$ cat src/rtl/tof_bram_rd_arbiter.sv
// Round-robin burst arbiter for the ToF frame BRAM read port.
// Each grant streams all 64 zones of one sensor to the winning requester.
module tof_bram_rd_arbiter #(
  parameter int NUM_REQ = 2,
  parameter int ADDR_W  = 9,
  parameter int DATA_W  = 16,
  parameter int RD_LAT  = 1
) (
  input  logic                   clk,
  input  logic                   reset,
  input  logic                   frame_valid,
  input  logic [NUM_REQ-1:0]     req,
  input  logic [3*NUM_REQ-1:0]   req_sensor,
  output logic [ADDR_W-1:0]      addrb,
  input  logic [DATA_W-1:0]      doutb,
  output logic [NUM_REQ-1:0]     gnt,
  output logic [DATA_W-1:0]      data_out,
  output logic                   data_valid,
  output logic [5:0]             data_zone,
  output logic                   data_last,
  output logic                   busy
);

  localparam int IW = (NUM_REQ > 2) ? 2 : 1;

  typedef enum logic [1:0] {
    S_IDLE,
    S_ISSUE,
    S_DRAIN
  } state_t;

  state_t              r_state;
  state_t              w_state_n;
  logic [NUM_REQ-1:0]  r_gnt;
  logic                r_busy;
  logic [ADDR_W-1:0]   r_addr;
  logic [5:0]          r_zone;
  logic [2:0]          r_sens;
  logic [IW-1:0]       r_rr;
  logic [IW-1:0]       r_win;
  logic [DATA_W-1:0]   r_dout;
  logic                r_dv;
  logic [5:0]          r_dz;
  logic                r_last;

  logic                w_found;
  logic [IW-1:0]       w_win;
  logic [2:0]          w_sens;
  logic [NUM_REQ-1:0]  w_gnt_oh;
  logic                w_grant;
  logic                w_issue;
  logic [IW-1:0]       w_rr_n;

  logic                r_pv [1:RD_LAT];
  logic [5:0]          r_pz [1:RD_LAT];

  // First pass covers rr_ptr..top, second pass wraps to 0..rr_ptr-1.
  always_comb begin
    w_found = 1'b0;
    w_win   = '0;
    w_sens  = '0;
    for (int i = 0; i < NUM_REQ; i++) begin
      if (!w_found && req[i] && (IW'(i) >= r_rr)) begin
        w_found = 1'b1;
        w_win   = IW'(i);
        w_sens  = req_sensor[3*i +: 3];
      end
    end
    for (int i = 0; i < NUM_REQ; i++) begin
      if (!w_found && req[i]) begin
        w_found = 1'b1;
        w_win   = IW'(i);
        w_sens  = req_sensor[3*i +: 3];
      end
    end
  end

  always_comb begin
    w_gnt_oh = '0;
    for (int i = 0; i < NUM_REQ; i++) begin
      w_gnt_oh[i] = (IW'(i) == w_win);
    end
  end

  assign w_grant = (r_state == S_IDLE) && frame_valid && w_found;
  assign w_issue = (r_state == S_ISSUE);
  assign w_rr_n  = (r_win == IW'(NUM_REQ - 1)) ? '0 : r_win + IW'(1);

  always_ff @(posedge clk) begin
    if (reset) r_state <= S_IDLE;
    else       r_state <= w_state_n;
  end

  always_comb begin
    w_state_n = r_state;
    case (r_state)
      S_IDLE:  if (w_grant)          w_state_n = S_ISSUE;
      S_ISSUE: if (r_zone == 6'd63)  w_state_n = S_DRAIN;
      S_DRAIN: if (r_last)           w_state_n = S_IDLE;
      default:                       w_state_n = S_IDLE;
    endcase
  end

  always_ff @(posedge clk) begin
    if (reset) begin
      r_gnt  <= '0;
      r_busy <= 1'b0;
      r_addr <= '0;
      r_zone <= '0;
      r_sens <= '0;
      r_rr   <= '0;
      r_win  <= '0;
    end else if (w_grant) begin
      r_gnt  <= w_gnt_oh;
      r_busy <= 1'b1;
      r_win  <= w_win;
      r_sens <= w_sens;
      r_zone <= '0;
      r_addr <= ADDR_W'({w_sens, 6'd0});
    end else if (w_issue && (r_zone != 6'd63)) begin
      r_zone <= r_zone + 6'd1;
      r_addr <= ADDR_W'({r_sens, r_zone + 6'd1});
    end else if ((r_state == S_DRAIN) && r_last) begin
      r_gnt  <= '0;
      r_busy <= 1'b0;
      r_rr   <= w_rr_n;
    end
  end

  // Zone tag follows each address through the BRAM read latency.
  for (genvar g = 1; g <= RD_LAT; g++) begin : g_pipe
    if (g == 1) begin : g_head
      always_ff @(posedge clk) begin
        if (reset) begin
          r_pv[g] <= 1'b0;
          r_pz[g] <= '0;
        end else begin
          r_pv[g] <= w_issue;
          r_pz[g] <= r_zone;
        end
      end
    end else begin : g_tail
      always_ff @(posedge clk) begin
        if (reset) begin
          r_pv[g] <= 1'b0;
          r_pz[g] <= '0;
        end else begin
          r_pv[g] <= r_pv[g-1];
          r_pz[g] <= r_pz[g-1];
        end
      end
    end
  end

  always_ff @(posedge clk) begin
    if (reset) begin
      r_dout <= '0;
      r_dv   <= 1'b0;
      r_dz   <= '0;
      r_last <= 1'b0;
    end else begin
      r_dv   <= r_pv[RD_LAT];
      r_last <= r_pv[RD_LAT] && (r_pz[RD_LAT] == 6'd63);
      if (r_pv[RD_LAT]) begin
        r_dout <= doutb;
        r_dz   <= r_pz[RD_LAT];
      end
    end
  end

  assign addrb      = r_addr;
  assign gnt        = r_gnt;
  assign busy       = r_busy;
  assign data_out   = r_dout;
  assign data_valid = r_dv;
  assign data_zone  = r_dz;
  assign data_last  = r_last;

endmodule
$ cat config.mk
export PLATFORM = sky130hd
export DESIGN_NAME = tof_bram_rd_arbiter
export DESIGN_NICKNAME = d
export VERILOG_FILES = /design/src/rtl/tof_bram_rd_arbiter.sv
export SDC_FILE = /design/constraint.sdc
export NUM_CORES = 1
export LEC_CHECK = 0
export CAP_MARGIN = 20
export CORE_ASPECT_RATIO = 1.25
export CORE_UTILIZATION = 60
export DETAILED_ROUTE_END_ITERATION = 10
export DONT_BUFFER_PORTS = 1
export HOLD_SLACK_MARGIN = 0.08
export PLACE_DENSITY_LB_ADDON = 0.2
export RECOVER_POWER = 100
export SLEW_MARGIN = 20
export SYNTH_ARGS = -nofsm -noshare
export SYNTH_HDL_FRONTEND = slang
export SYNTH_SLANG_ARGS = --single-unit
$ cat constraint.sdc
create_clock -name clk -period 2.6 [get_ports clk]
set_input_delay 0.39 -clock clk [delete_from_list [all_inputs] [get_ports clk]]
set_output_delay 0.39 -clock clk [all_outputs]
set_load 0.02 [all_outputs]
## Word level (Yosys, flattened, before mapping)

Memory sizes are Yosys's and may differ from the RTL's.
Index checks and enable logic that the tools add are counted.
W data, S select, Z words.

| word-level totals | value |
|---|---|
| flip-flop bits (word level) | 43 |
| output and inout bits | 36 |
| bits in writable memories | 7 |
| memories | 2 |
| word-level logic and storage cells | 81 |
| bits of input ports | 27 |

Memories:

| name | words | bits a word | read ports | clocked after memory_dff | write ports | line | text |
|---|---|---|---|---|---|---|---|
| r_pz | 1 | 6 | 1 | 0 | 1 | 55 | `logic [5:0] r_pz [1:RD_LAT];` |
| r_pv | 1 | 1 | 1 | 0 | 1 | 54 | `logic r_pv [1:RD_LAT];` |

| cells by class | value |
|---|---|
| mux-type cells | 29 |
| reduce and logical (&&, ||, !) cells | 20 |
| magnitude comparators | 2 |
| equality and inequality tests | 9 |
| $add $sub $neg | 2 |
| bitwise logic cells | 5 |

Operators with widths:

| cell | count |
|---|---|
| $mux W9 | 2 |
| $mux W1 | 15 |
| $eq A6 B6 Y1 const B | 2 |
| $mux W2 | 6 |
| $mux W3 | 4 |
| $logic_and A1 B1 Y1 | 10 |
| $add A6 B1 Y6 const B | 1 |
| $mux W6 | 1 |
| $ne A2 B2 Y1 const B | 3 |
| $ne A6 B6 Y1 const B | 1 |
| $pmux W2 S3 | 1 |
| $reduce_and A3 Y1 | 2 |
| $reduce_bool A2 Y1 | 2 |
| $logic_not A1 Y1 | 3 |
| $not A1 Y1 | 3 |
| $eq A2 B1 Y1 const B | 1 |
| $eq A2 B2 Y1 const B | 1 |
| $ge A1 B1 Y1 const A | 2 |
| $logic_not A2 Y1 | 1 |
| $ne A2 B1 Y1 const B | 1 |
| $or A1 B1 Y1 | 2 |
| $reduce_and A2 Y1 | 1 |
| $reduce_or A2 Y1 | 1 |
| $add A1 B1 Y1 const B | 1 |

## Depth between registers and ports, before layout

| logic depth | value |
|---|---|
| depth in word-level cells | 16 |
| mapped depth | 7 |
| mapped depth without buffers | 6 |

## Least setup slack after synthesis

No wires, ideal clock.

| timing path | value |
|---|---|
| path kind | flip-flop to flip-flop |
| from | reg r_zone[0] |
| to | reg r_addr[8], in the netlist addrb[8] |
| data arrival time | 1567 ps |
| cell stages (with the launch flop) | 8 |
| slack | 905 ps |
| data required time | 2472 ps |
| path buffers | 1 |
| cell sequence | dfxtp_1 -> ha_1 -> and3_4 -> a31oi_4 -> or2_1 -> buf_6 -> mux2i_1 -> nor2_1 |

| on the way | value |
|---|---|
| longest elaborated chain between the ends | 3 |

RTL lines:

| what | line | text |
|---|---|---|
| start: declaration | 37 | `logic [5:0] r_zone;` |
| start signal: assignment | 121 | `r_zone <= r_zone + 6'd1;` |
| $ne A6 B6 Y1 | 120 | `end else if (w_issue && (r_zone != 6'd63)) begin` |
| $logic_and A1 B1 Y1 | 120 |  |
| $reduce_bool A2 Y1 (no line) | n/a |  |
| end signal: assignment | 119 | `r_addr <= ADDR_W'({w_sens, 6'd0});` |
| end signal: assignment | 122 | `r_addr <= ADDR_W'({r_sens, r_zone + 6'd1});` |
| end: declaration | 36 | `logic [ADDR_W-1:0] r_addr;` |

Every way passes these cells.
A chain may end at the register's enable or synchronous reset.

## Worst setup path after layout

| timing path | value |
|---|---|
| from | reg r_zone[0] |
| to | reg r_addr[6], in the netlist addrb[6] |

Same word-level chain as after synthesis.

==> flow_summary.json <==
{
  "power_mw": 1.37,
  "drt-wirelength-per-cell_microns": 15.0,
  "drive_gt1_frac": 0.0449,
  "grt_pass1_vias": 1143,
  "gp_congestion": 0.731,
  "crit-reg2reg-capture": "addrb[6]",
  "tightest_slew_ps": 1450,
  "io_buffers": 0,
  "hp-start": "doutb[14]",
  "cts_tree": "built",
  "synth_area_sq_um": 1830,
  "core_sq_um": 2920,
  "rows": 22,
  "r2r-start": "r_zone[0]",
  "worstPathMaxFanout": 7,
  "dr_total_vias": 1213,
  "ir_drop_v": 0.000539,
  "crit_type": "flop to flop",
  "cts_made_buffers": 5,
  "nets": 206,
  "clk_pin_slew_ps": 130,
  "final_antenna_net_count": 0,
  "rsz0062_at_grt": "no",
  "ys.flop_type": "dfxtp_1",
  "finalSetupViolCount": 0,
  "ys_seq_area_frac": 0.546,
  "cap_violations": 0,
  "synth_async_sr_flop_share": 0,
  "outcome": "completed",
  "htree_levels": 2,
  "clock_skew_ps": 8.15,
  "min_period_ps": 2100,
  "area_growth_pct": 6.07,
  "setup_tns_ps": 0,
  "overflow": 0,
  "die_height_microns": 63.8,
  "drt_iter0_drc": 19,
  "fmax_ghz": 0.477,
  "synth_area_leaders": "dfxtp_1, mux2i_1, nor2_1",
  "antenna_found_initial": 0,
  "holdBufCountCts": 3,
  "ys_seq_elements": 50,
  "track_usage": 0.209,
  "power_density_nw_per_um2": 704,
  "place_area_sq_um": 1840,
  "root_buffer": "clkbuf_4",
  "crit_required_ps": 2850,
  "hp-class": "input pin to flop",
  "cts_setup_buffers": 0,
  "start_util": 0.628,
  "drc_errors": 0,
  "syn_inst": 175,
  "synth.largest_area_cell": "dfxtp_1",
  "synth.distinct_cells": 29,
  "drtPass1Iterations": 4,
  "via_per_inst": 5.67,
  "dp_hpwl_microns": 2170,
  "cp-start-kind": "flop",
  "worst-r2r-setup-slack_ps": 500,
  "cp-startpoint": "r_zone[0]",
  "slew_viol_final": 0,
  "ios": 63,
  "crit_path_end": "addrb[6]",
  "ctsResizeCount": 0,
  "yosys_warnings": 0,
  "final.period_utilization": 0.806,
  "rr_worst_depth": 6,
  "drt-total-wl_microns": 3200,
  "p_leak_nw": 0.726,
  "diodes": 0,
  "syn_area_per_cell_sq_um": 10.5,
  "hold_viol_final": 0,
  "crit_path_end_kind": "flop",
  "die_w_microns": 51.4,
  "grt_max_degree": 35,
  "clock-sinks": 50,
  "crit_arrival_ps": 2340,
  "grt_pass1_wl_microns": 5050,
  "maxSlewHeadroom": 0.0353,
  "postLayoutCellArea_sq_um": 1940,
  "yosys.area.top_type_share": 0.546,
  "clk_latency_ps": 350,
  "fillers": 251,
  "cts_buffer_depth": 2,
  "syn_nets": 203,
  "die-area_sq_um": 3280,
  "synth_edf_count": 0
}
-- worst max-delay path, stage by stage (launching register included) --
cell and delay, ps:
dfxtp_1 440, ha_1 280, and3_1 210, a31oi_1 510, or2_1 290, mux2i_1 210
nor2_1 60
-- placed cells by master (no fill, tap or decap), types with 2 or more instances in the layout --
cell type,count
nand2_1,5
nand4_1,3
clkbuf_4,5
dfxtp_1,50
nand2b_1,4
dlygate4sd3_1,3
mux2_1,3
a32o_1,3
nor2_1,36
a21oi_1,5
xor2_1,4
nor2b_1,11
and3_1,2
mux2i_1,25
nand3_1,3
-- synth_stat cells (all sizes together) (2+ instances only) --
library cell / instances
and3: 2
a32o: 3
nand2b: 4
nand4: 3
dfxtp: 50
buf: 3
xor2: 4
mux2i: 25
nor2b: 11
nand2: 5
nand3: 3
mux2: 3
clkbuf: 6
nor2: 36
a21oi: 5
-- worst min-delay path by stage --
| stage | slack [ps] | cells past startpoint | endpoint |
|---|---|---|---|
| finish | 180 | 2 | data_out[14] |
| global route | 150 | 2 | data_out[1] |
| CTS | 80 | 1 | data_out[6] |
| detailed placement | 450 | 2 | data_last |
| global placement | 440 | 2 | r_win |
| floorplan | 430 | 2 | data_last |
-- registers in the layout, summed over array words and instances (netlist names), 2 cells and up --
register	flops
r_pz	6
r_state	2
r_zone	6
r_sens	3
data_zone	6
data_out	16
gnt	2
addrb	3
-- kinds of logic after synthesis --
logic type | count (synthesis) | share of synthesized area
simple gates | 68 | 0.182
flops | 50 | 0.546
mux | 28 | 0.155
compound gates | 14 | 0.0621
buf+inv | 9 | 0.0239
xor+xnor | 5 | 0.0239
fa+ha+maj | 1 | 0.00682
-- metrics by stage --
stage / instances / utilization / hold slack, ps / setup WS [ps]
3_3_place_gp: 203 / 0.631 / 439 / 910
6_report: 214 / 0.666 / 185 / 505
5_1_grt: 214 / 0.666 / 152 / 367
3_5_place_dp: 203 / 0.631 / 453 / 781
2_1_floorplan: 175 / - / 430 / 905
4_1_cts: 213 / 0.673 / 80.3 / 756
-- area by class of cell --
class,instances,area (sq um),share of cell area
multi-input cells,116,763,0.393
clock inverters,1,30.0,0.0154
well taps,36,45.0,0.0232
flip-flops and latches,50,1000,0.515
repair buffers,5,53.8,0.0277
clock buffers,6,51.3,0.0264
-- where the power goes --
| part | internal, mW | total [mW] | switching (mW) |
|---|---|---|---|
| combinational | 0.0470 | 0.0987 | 0.0517 |
| clock | 0.224 | 0.443 | 0.219 |
| sequential | 0.791 | 0.827 | 0.0368 |
-- routing by layer --
metal / routed length (microns) / track usage / vias up
met2: 1610 / 0.367 / 43
met3: 286 / 0.0810 / 2
met5: 0 / 0 / -
met4: 31 / 0.0811 / 0
li1: - / - / 598
met1: 1270 / 0.218 / 570
(Power assumes the default switching activity.)
